**src/rtl/crono_timer.sv**
```systemverilog
// Countdown timer driven by the crono controller: BCD HH:MM:SS preset, start/stop/clear
// commands, one decrement per prescaled tick and a single-cycle crono_end on reaching zero.
module crono_timer #(
  parameter int unsigned TICK_DIV = 100000000,
  parameter logic [7:0]  ADDR_SEC = 8'h41,
  parameter logic [7:0]  ADDR_MIN = 8'h42,
  parameter logic [7:0]  ADDR_HR  = 8'h43,
  parameter logic [7:0]  ADDR_CMD = 8'hF0
) (
  input  logic       clk,
  input  logic       reset,
  input  logic       WR_inistop,
  input  logic [7:0] dir,
  input  logic [2:0] inistop,
  input  logic [7:0] wr_data,
  output logic       crono_end,
  output logic       running,
  output logic [7:0] sec_o,
  output logic [7:0] min_o,
  output logic [7:0] hr_o
);

  localparam int unsigned PW = (TICK_DIV > 1) ? $clog2(TICK_DIV) : 1;

  typedef enum logic [1:0] {StIdle, StRun, StPause, StEnd} state_e;

  state_e        r_state, w_state_nxt;
  logic [7:0]    r_sec, r_min, r_hr;
  logic [7:0]    w_sec_nxt, w_min_nxt, w_hr_nxt;
  logic [PW-1:0] r_presc, w_presc_nxt;
  logic          r_running;

  logic w_cmd, w_start, w_stop, w_clear, w_tick, w_time_zero;

  // Clamp a BCD value: bad low digit to 9, then the whole value to lim.
  function automatic logic [7:0] sat_bcd(input logic [7:0] v, input logic [7:0] lim);
    logic [7:0] t;
    t = {v[7:4], (v[3:0] > 4'd9) ? 4'd9 : v[3:0]};
    return (t > lim) ? lim : t;
  endfunction

  function automatic logic [7:0] bcd_dec(input logic [7:0] v);
    return (v[3:0] == 4'd0) ? {v[7:4] - 4'd1, 4'd9} : v - 8'd1;
  endfunction

  assign w_cmd       = WR_inistop && (dir == ADDR_CMD);
  assign w_start     = w_cmd && (inistop == 3'b001);
  assign w_stop      = w_cmd && (inistop == 3'b010);
  assign w_clear     = w_cmd && (inistop == 3'b100);
  assign w_tick      = (r_state == StRun) && (r_presc == PW'(TICK_DIV - 1));
  assign w_time_zero = (r_sec == 8'h00) && (r_min == 8'h00) && (r_hr == 8'h00);

  always_comb begin
    w_state_nxt = r_state;
    w_sec_nxt   = r_sec;
    w_min_nxt   = r_min;
    w_hr_nxt    = r_hr;
    w_presc_nxt = r_presc;

    case (r_state)
      StIdle, StPause: begin
        // Resuming from pause keeps the partial second in the prescaler.
        if (w_start && !w_time_zero) begin
          w_state_nxt = StRun;
          if (r_state == StIdle) w_presc_nxt = '0;
        end
        if (WR_inistop) begin
          if (dir == ADDR_SEC)      w_sec_nxt = sat_bcd(wr_data, 8'h59);
          else if (dir == ADDR_MIN) w_min_nxt = sat_bcd(wr_data, 8'h59);
          else if (dir == ADDR_HR)  w_hr_nxt  = sat_bcd(wr_data, 8'h23);
        end
      end
      StRun: begin
        // A stop freezes everything, including a tick landing in the same cycle.
        if (w_stop) begin
          w_state_nxt = StPause;
        end else if (w_tick) begin
          w_presc_nxt = '0;
          if (r_sec != 8'h00) begin
            w_sec_nxt = bcd_dec(r_sec);
          end else if (r_min != 8'h00) begin
            w_sec_nxt = 8'h59;
            w_min_nxt = bcd_dec(r_min);
          end else if (r_hr != 8'h00) begin
            w_sec_nxt = 8'h59;
            w_min_nxt = 8'h59;
            w_hr_nxt  = bcd_dec(r_hr);
          end
          if ((w_sec_nxt == 8'h00) && (w_min_nxt == 8'h00) && (w_hr_nxt == 8'h00)) begin
            w_state_nxt = StEnd;
          end
        end else begin
          w_presc_nxt = r_presc + PW'(1);
        end
      end
      StEnd:   w_state_nxt = StIdle;
      default: w_state_nxt = StIdle;
    endcase

    if (w_clear) begin
      w_state_nxt = StIdle;
      w_sec_nxt   = 8'h00;
      w_min_nxt   = 8'h00;
      w_hr_nxt    = 8'h00;
      w_presc_nxt = '0;
    end
  end

  always_ff @(posedge clk or posedge reset) begin
    if (reset) begin
      r_state   <= StIdle;
      r_sec     <= 8'h00;
      r_min     <= 8'h00;
      r_hr      <= 8'h00;
      r_presc   <= '0;
      r_running <= 1'b0;
    end else begin
      r_state   <= w_state_nxt;
      r_sec     <= w_sec_nxt;
      r_min     <= w_min_nxt;
      r_hr      <= w_hr_nxt;
      r_presc   <= w_presc_nxt;
      r_running <= (w_state_nxt == StRun);
    end
  end

  assign crono_end = (r_state == StEnd);
  assign running   = r_running;
  assign sec_o     = r_sec;
  assign min_o     = r_min;
  assign hr_o      = r_hr;

endmodule

```
**config.mk**
```make
export PLATFORM = sky130hd
export DESIGN_NAME = crono_timer
export DESIGN_NICKNAME = d
export VERILOG_FILES = /design/src/rtl/crono_timer.sv
export SDC_FILE = /design/constraint.sdc
export NUM_CORES = 1
export LEC_CHECK = 0
export ABC_AREA = 1
export CAP_MARGIN = 0
export CORE_AREA = 10 10 96 98
export CTS_CLUSTER_SIZE = 10
export DETAILED_ROUTE_END_ITERATION = 12
export DIE_AREA = 0 0 106 108
export GPL_ROUTABILITY_DRIVEN = 0
export GPL_TIMING_DRIVEN = 0
export PLACE_DENSITY = 0.83
export SYNTH_ARGS = -nofsm -noshare
export SYNTH_HDL_FRONTEND = slang
export SYNTH_SLANG_ARGS = --single-unit
```
**constraint.sdc**
```tcl
create_clock -name clk -period 2.2 [get_ports clk]
set_input_delay 0.22 -clock clk [delete_from_list [all_inputs] [get_ports clk]]
set_output_delay 0.22 -clock clk [all_outputs]
set_load 0.01 [all_outputs]
```
### Yosys cells after proc, flatten, opt, wreduce, memory -nomap -nowiden

Cells that the tools add are included.

| storage, ports and cells | value |
|---|---|
| word-level logic and storage cells | 125 |
| bits of input ports | 22 |
| flip-flop bits (word level) | 54 |

| operators by class | value |
|---|---|
| reductions and logical operators | 30 |
| mux-type cells | 57 |
| equality and inequality tests | 22 |
| add/sub/neg operators | 7 |
| magnitude comparators | 3 |

Operator list:

| cell | number |
|---|---|
| $mux 8 | 41 |
| $mux 27 | 5 |
| $pmux 27 s2 | 1 |
| $logic_not 8->1 | 6 |
| $pmux 8 s2 | 3 |
| $ne 3x3->1 const B | 10 |
| $add 27x1->27 const B | 1 |
| $eq 27x27->1 const B | 1 |
| $eq 8x7->1 const B | 3 |
| $reduce_bool 8->1 | 3 |
| $sub 8x1->8 const B | 3 |
| $logic_not 4->1 | 3 |
| $sub 4x1->4 const B | 3 |
| $logic_and 1x1->1 | 10 |
| $mux 2 | 5 |
| $eq 8x8->1 const B | 1 |
| $gt 8x6->1 const B | 1 |
| $gt 8x7->1 const B | 1 |
| $reduce_and 7->1 | 1 |
| $pmux 2 s3 | 1 |
| $reduce_and 6->1 | 1 |
| $reduce_and 5->1 | 1 |
| $eq 2x1->1 const B | 2 |
| $eq 2x2->1 const B | 2 |
| other kinds (10) | 10 |

### Depth between registers and ports, before layout

Gate-level depths: netlist of run 1.

| logic depth | value |
|---|---|
| depth after elaboration | 16 |
| mapped depth | 16 |
| gate-level depth less buffers | 16 |

### Least setup slack after synthesis of run 1

No wires, ideal clock.

| timing | value |
|---|---|
| kind | flip-flop to flip-flop |
| start | register r_sec[4], in the netlist sec_o[4] |
| end | register r_presc[17] |
| period minus slack after synthesis | 1.986 ns |
| data required time | 2.077 ns |
| stages on the path, launching flop included | 15 |
| path slack | 0.214 ns |
| setup time | 0.123 ns |
| arrival time | 1.863 ns |
| cells stage by stage | dfrtp_1 -> inv_1 -> ha_1 -> nand2_1 -> nor2_4 -> nand2_2 -> inv_2 -> nand2_2 -> nand3_2 -> nand2_1 -> nand2_2 -> inv_2 -> buf_6 -> a31oi_1 -> nor2_1 |

| on the way | value |
|---|---|
| cells in the longest elaborated chain, start to end | 7 |

RTL lines:

| what | line | RTL |
|---|---|---|
| start, declared | 28 | `logic [7:0] r_sec, r_min, r_hr;` |
| start signal, assigned | 119 | `r_sec <= w_sec_nxt;` |
| $logic_not 8->1 | 51 | `assign w_time_zero = (r_sec == 8'h00) && (r_min == 8'h00) && (r_hr == 8'h00);` |
| $logic_and 1x1->1 (2 in a row) | 51 |  |
| $logic_not 1->1 | 63 | `if (w_start && !w_time_zero) begin` |
| $logic_and 1x1->1 | 63 |  |
| $ne 3x3->1 (no source line) | - |  |
| $reduce_and 4->1 (no source line) | - |  |
| end signal, assigned | 122 | `r_presc <= w_presc_nxt;` |
| end, declared | 30 | `logic [PW-1:0] r_presc, w_presc_nxt;` |

No other way between the ends.
A chain may end at the register's enable or synchronous reset.

### Worst setup path after layout of run 1

| timing | value |
|---|---|
| start | register r_state[0] |
| end | register r_sec[5], in the netlist sec_o[5] |

| on the way | value |
|---|---|
| cells in the longest elaborated chain, start to end | 4 |
| elaborated cells on any way between the ends | 13 |

RTL lines:

| what | line | RTL |
|---|---|---|
| start, declared | 27 | `state_e r_state, w_state_nxt;` |
| start signal, assigned | 111 | `r_state <= StIdle;` |
| start signal, assigned | 118 | `r_state <= w_state_nxt;` |
| $eq 2x2->1, or another cell as far along | 60 | `case (r_state)` |
| $reduce_or 2->1 / $logic_and 1x1->1 (equally long branches) | 60, 50 |  |
| $ne 3x3->1 (no source line), or another cell as far along | - |  |
| $reduce_and 5->1 (no source line) / $mux 8 (equally long branches) | - |  |

Parallel ways exist; a longest one is shown, timed or not.

==> results of run 1 <==
power by group through the flow:
stage	clock network (mW)	logic, mW	registers, mW
after floorplan	0	1.26	1.63
after global placement	0	2.04	1.58
after detailed placement	0	2.10	1.60
after CTS	0.610	2.15	1.59
after global routing	0.643	2.73	1.65
final	0.596	2.48	1.61
Yosys cell counts, drive strengths merged (3+ instances only):
| cell type | n | area (sq um) |
|---|---|---|
| nand3 | 56 | 315 |
| nor3 | 11 | 60.1 |
| nor2 | 104 | 440 |
| dfrtp | 54 | 1350 |
| xor2 | 12 | 105 |
| clkbuf | 3 | 11.3 |
| nand4 | 13 | 81.3 |
| o21ai | 53 | 280 |
| xnor2 | 5 | 43.8 |
| nor4 | 3 | 18.8 |
| inv | 77 | 289 |
| a21oi | 21 | 105 |
| o22ai | 9 | 56.3 |
| buf | 10 | 85.1 |
| a31oi | 4 | 25.0 |
| nand2 | 155 | 592 |
| ha | 7 | 87.6 |
repair_timing:
| action | 4_1_cts | 5_1_grt |
|---|---|---|
| hold endpoints to repair | 0 | 0 |
| setup endpoints to repair | 40 | 49 |
| cloned | 0 | 1 |
| gates resized for setup | 8 | 43 |
| buffers inserted | 3 | 20 |
| pin swaps | 3 | 14 |
placed cells by master, fill, tap and decap left out, drive strengths merged, types with 3 or more instances in the layout:
cell,instances
ha,7
clkinv,3
buf,35
nand4,13
inv,78
nor4,3
xnor2,5
clkdlybuf4s50,47
xor2,12
o22ai,9
a21oi,21
o21ai,53
nand3,56
nand2,155
clkbuf,8
dfrtp,54
a31oi,4
nor3,11
nor2,104
layout make-up:
class | count | share of cell area [%]
plain buffers | 13 | 1.98
clock buffers | 5 | 1.35
clock inverters | 3 | 0.489
inverters | 79 | 5.82
multi-input cells | 467 | 48.3
flip-flops and latches | 54 | 26.4
well taps | 102 | 2.50
repair buffers | 72 | 13.1
sequential cells by signal, summed over array words and instances (netlist names):
signal,cells
r_presc,27
hr_o,8
min_o,8
sec_o,8
r_state,2
running,1
per-layer routing:
layer	track usage, %	wire length, um	up-vias
met3	3.33	823	60
met1	22.5	4620	2083
met4	10.3	523	0
li1	-	-	2154
met2	34.5	6100	206
met5	0	0	-
path summary, 6_finish.rpt:
path / end / depth (start not counted) / slack [ns]
setup / recovery: sec_o[5] / 9 / 0.06
hold / removal: min_o[3] / 2 / 0.16
max in group asynchronous: r_presc[17] / 3 / 1.51
hold reg to reg: r_presc[23] / 2 / 0.56
setup reg to reg: sec_o[5] / 9 / 0.06
min in group clk: r_presc[23] / 2 / 0.56
logic make-up (layout without fill, tap and decap cells):
group	count (synthesis)	in the layout
flip-flops	54	54
AO/OA/AOI/OAI	97	97
XOR/XNOR	17	17
buffers and inverters	92	172
AND/OR/NAND/NOR	346	346
adder cells (fa/ha/maj)	7	7
metrics by stage:
step                TNS (ns)  cells  util [%]  worst slack [ns]  power, mW
finish                     0    795      68.7            0.0585       4.69
global route          -0.569    795      68.7           -0.0890       5.03
CTS                        0    774      64.8           0.00853       4.35
detailed placement     -4.12    763      62.9            -0.186       3.70
global placement      -20.51    762      62.6            -0.336       3.62
floorplan                  0    613         -             0.214       2.89
worst max-delay path: cells and delay by family, from the launching register on:
| kind | cells | cell delay, ns |
|---|---|---|
| flip-flops | 1 | 0.43 |
| AO/OA/AOI/OAI | 2 | 0.71 |
| buffers and inverters | 4 | 0.60 |
| AND/OR/NAND/NOR | 3 | 0.29 |
==> flow_metrics.env, run 1 <==
export IMPL_status="finished clean"
export IMPL_layout_drive_gt1_share_pct=17.2
export IMPL_cts_sinks=54
export IMPL_coreArea_sq_um=7450
export IMPL_synth_area_sq_um=4060
export IMPL_crit_arrival_ns=2.36
export IMPL_place_hpwl_um=8840
export IMPL_nFillCells=630
export IMPL_cts_tree="yes"
export IMPL_combPwrFrac_pct=53.0
export IMPL_post_drt_wl_per_cell_um=15.2
export IMPL_synth_adder_area_share_pct=2.16
export IMPL_p_leak_nw=2.40
export IMPL_seqPwrFrac_pct=34.3
export IMPL_rows=32
export IMPL_finClkSkew_ns=0.0167
export IMPL_synth_top_family_by_area="simple AND/OR/NAND/NOR gates"
export IMPL_port_buffers=47
export IMPL_switchingPower_mw=2.07
export IMPL_criticalPathCategory="reg -> reg"
export IMPL_power_frac_clock_pct=12.7
export IMPL_holdWs_ns=0.158
export IMPL_hold_class="in -> async"
export IMPL_grt_max_degree=42
export IMPL_muxShareOfSynthArea_pct=0
export IMPL_sw_frac_of_total_pct=44.2
export IMPL_hold_buffers=0
export IMPL_syn_nets=642
export IMPL_multiInputGateArea_sq_um=2470
export IMPL_period_minus_slack_ns=2.14
export IMPL_syn_to_final_growth_pct=25.9
export IMPL_antenna_found_initial=0
export IMPL_slowest_delay_ns=0.47
export IMPL_grt_first_pass_wirelength_um=18700
export IMPL_max_freq_mhz=467
export IMPL_ff_latch_area_sq_um=1350
export IMPL_drc=0
export IMPL_ys_warnings_count=0
export IMPL_avgSynthCellArea_sq_um=6.63
export IMPL_synth_simple_area_share_pct=37.8
export IMPL_drtIter0Drc=313
export IMPL_yosys_register_bits=54
export IMPL_final_area_sq_um=5110
export IMPL_p_per_area_nw_per_um2=917
export IMPL_io_pins=48
export IMPL_hold_violations=0
export IMPL_synth_compound_area_share_pct=13.4
export IMPL_critPathMaxFanout=10
export IMPL_worst_path_max_delay_cell="a31oi_1"
export IMPL_path_cells="inv_2 -> nor2_4 -> clkbuf_2 -> nor2_1 -> inv_1 -> a31oi_1 -> nor2_2 -> buf_4 -> o21ai_0"
export IMPL_setup_worst_path_end_class="flip-flop"
export IMPL_cts_root_buf="clkbuf_8"
export IMPL_wl_um=12100
export IMPL_ant_nets=0
export IMPL_die_area_sq_um=11400
export IMPL_dpl_instance_area_sq_um=4680
export IMPL_h_tree_depth=2
export IMPL_startpoint="r_state[0]"
export IMPL_synth_ff_type="dfrtp_1"
export IMPL_tightest_slew_ns=0.588
export IMPL_synth_enable_flop_cells=0
export IMPL_die_width_um=106
export IMPL_final_setup_viol_count=0
export IMPL_clk_pin_slew_ns=0.11
export IMPL_fin_crit_sh_pct=97.3
export IMPL_numCtsBuffers=5
export IMPL_worstReg2RegStart="r_state[0]"
export IMPL_synthCells=613
export IMPL_ys_types=41
export IMPL_vias=4503
export IMPL_slew_headroom_pct=60.6
export IMPL_synthXorXnorAreaFrac_pct=3.66
export IMPL_rsz0062_at_grt="true"
export IMPL_grt_use_total_pct=19.6
export IMPL_grt_overflow=0
export IMPL_diodes=0
export IMPL_cap_violations=0
export IMPL_grt_pass1_vias=4088
export IMPL_cts_buffer_depth=2
export IMPL_synth_seq_area_share_pct=33.3
export IMPL_peakVddDrop_mv=0.542
export IMPL_viasPerCell=5.66
export IMPL_startpoint_type="flip-flop"
export IMPL_die_y_um=108
export IMPL_cp_data_required_time_ns=2.42
export IMPL_p_int_mw=2.62
export IMPL_final_nets=721
export IMPL_synthArstFlopShare_pct=100
export IMPL_start_util_pct=54.6
export IMPL_insertion_delay_ns=0.33
export IMPL_dr_pass1_iters=5
export IMPL_drv_slew=0
No activity file was read; power rests on OpenSTA's default activity.
==> run 2: changes to the inputs <==
--- a/config.mk
+++ b/config.mk
@@ -13,6 +13,7 @@
 export DIE_AREA = 0 0 106 108
 export GPL_ROUTABILITY_DRIVEN = 0
 export GPL_TIMING_DRIVEN = 0
+export MAX_ROUTING_LAYER = met4
 export PLACE_DENSITY = 0.83
 export SYNTH_ARGS = -nofsm -noshare
 export SYNTH_HDL_FRONTEND = slang
==> run 2 against run 1 <==
Combinational power hardly changed. Clock skew is 0.00099 ns lower. Clock power is 0.7% lower. Register-to-register slack better by 0.02 ns. Count of clock-buffer cells in the layout stayed put. Maximum frequency is 0.71% higher. Die area stayed put. Sequential share of layout area stayed put. Sequential power hardly changed. Critical path type unchanged. Largest power group unchanged.
==> flow_metrics.env, run 2 (same netlist as run 1, synthesis figures left out) <==
export IMPL_status="finished clean"
export IMPL_p_per_area_nw_per_um2=914
export IMPL_die_width_um=106
export IMPL_port_buffers=47
export IMPL_dr_pass1_iters=6
export IMPL_pre_cts_slack_ns=-0.186
export IMPL_h_tree_depth=2
export IMPL_io_pins=48
export IMPL_drc=0
export IMPL_final_util_pct=68.7
export IMPL_final_setup_viol_count=0
export IMPL_final_area_sq_um=5110
export IMPL_numCtsBuffers=5
export IMPL_holdWs_ns=0.159
export IMPL_fin_crit_sh_pct=96.7
export IMPL_rows=32
export IMPL_largest_register_ffs=27
export IMPL_startpoint_type="flip-flop"
export IMPL_diodes=0
export IMPL_total_power_mw=4.68
export IMPL_tns_ns=0
export IMPL_seqPwrFrac_pct=34.4
export IMPL_die_area_sq_um=11400
export IMPL_grt_pass1_vias=4093
export IMPL_period_minus_slack_ns=2.13
export IMPL_max_freq_mhz=470
export IMPL_nFillCells=630
export IMPL_cts_sinks=54
export IMPL_hold_violations=0
export IMPL_p_int_mw=2.62
export IMPL_critPathMaxFanout=10
export IMPL_finClkSkew_ns=0.0157
export IMPL_syn_to_final_growth_pct=25.9
export IMPL_coreArea_sq_um=7450
export IMPL_antenna_found_initial=0
export IMPL_sw_frac_of_total_pct=44.1
export IMPL_ant_nets=0
export IMPL_dpl_instance_area_sq_um=4680
export IMPL_drv_slew=0
export IMPL_p_leak_nw=2.40
export IMPL_combPwrFrac_pct=53.0
export IMPL_mostFrequentLayoutCells="138 x nand2_1, 83 x nor2_1, 61 x inv_1"
export IMPL_grt_first_pass_wirelength_um=18700
export IMPL_crit_arrival_ns=2.33
export IMPL_grt_use_total_pct=20.2
export IMPL_top_register="r_presc"
export IMPL_slew_headroom_pct=61.6
export IMPL_cts_buffer_depth=2
export IMPL_cap_violations=0
export IMPL_grt_max_degree=42
export IMPL_dp_cells=763
export IMPL_hold_class="in -> async"
export IMPL_die_y_um=108
export IMPL_place_hpwl_um=8840
export IMPL_clk_pin_slew_ns=0.10
export IMPL_setup_worst_path_end_class="flip-flop"
export IMPL_cts_tree="yes"
export IMPL_cp_data_required_time_ns=2.41
export IMPL_setup_slack_ns=0.0736
export IMPL_rsz0062_at_grt="true"
export IMPL_post_drt_wl_per_cell_um=15.1
export IMPL_insertion_delay_ns=0.32
export IMPL_final_common_cell="nand2_1"
export IMPL_start_util_pct=54.6
export IMPL_layout_drive_gt1_share_pct=17.2
export IMPL_wl_um=12000
export IMPL_vias=4520
export IMPL_final_nets=721
export IMPL_cts_root_buf="clkbuf_8"
export IMPL_power_frac_clock_pct=12.7
export IMPL_tightest_slew_ns=0.571
export IMPL_drtIter0Drc=338
export IMPL_switchingPower_mw=2.06
export IMPL_viasPerCell=5.69
export IMPL_layout_cells_non_filler=795
export IMPL_peakVddDrop_mv=0.542
export IMPL_criticalPathCategory="reg -> reg"
export IMPL_grt_overflow=0
==> run 2: final timing paths <==
| kind | start | endpoint | slack, ns | cells past startpoint |
|---|---|---|---|---|
| setup reg to reg | min_o[4] | r_presc[17] | 0.07 | 14 |
| setup / recovery | min_o[4] | r_presc[17] | 0.07 | 14 |
| hold reg to reg | r_presc[23] | r_presc[23] | 0.56 | 2 |
| hold / removal | reset | min_o[3] | 0.16 | 2 |
| max in group asynchronous | reset | r_presc[17] | 1.51 | 3 |
| min in group clk | r_presc[23] | r_presc[23] | 0.56 | 2 |
==> run 2: final cells by class <==
type	instances	area [sq um]	share of cell area (%)
Timing Repair Buffer	72	672	13.1
Clock inverter	3	25.0	0.489
Buffer	13	101	1.98
Tap cell	102	128	2.50
Sequential cell	54	1350	26.4
Clock buffer	5	68.8	1.35
Inverter	79	298	5.82
Multi-Input combinational cell	467	2470	48.3
==> run 2: repair_timing <==
action                     4_1_cts  5_1_grt
resized for setup                8       43
setup endpoints to repair       40       49
cloned                           0        1
hold buffers                     0        0
pin swaps                        3       15
buffers inserted                 3       20
==> run 2: power by group through the flow <==
stage	logic (mW)	clock network (mW)	registers, mW
after detailed placement	2.10	0	1.60
after CTS	2.15	0.610	1.59
after global routing	2.73	0.641	1.65
after floorplan	1.26	0	1.63
after global placement	2.04	0	1.58
final	2.48	0.592	1.61
==> run 2: worst max-delay path, cell delays in order (launching register included) <==
cell	delay, ns
dfrtp_1	0.41
inv_2	0.08
ha_2	0.19
nand2_2	0.10
nor2_4	0.21
nand2_2	0.12
inv_2	0.11
nand2_2	0.09
nand3_2	0.09
nand2_2	0.07
nand2_4	0.12
inv_2	0.08
buf_6	0.15
a31oi_2	0.13
nor2_1	0.05
==> run 2: per-layer routing <==
metal | GRT usage, % | vias up | wire length, um
li1 | - | 2158 | -
met1 | 22.2 | 2072 | 4570
met4 | 10.3 | 0 | 483
met2 | 34.7 | 229 | 6130
met5 | - | - | 0
met3 | 3.33 | 61 | 861
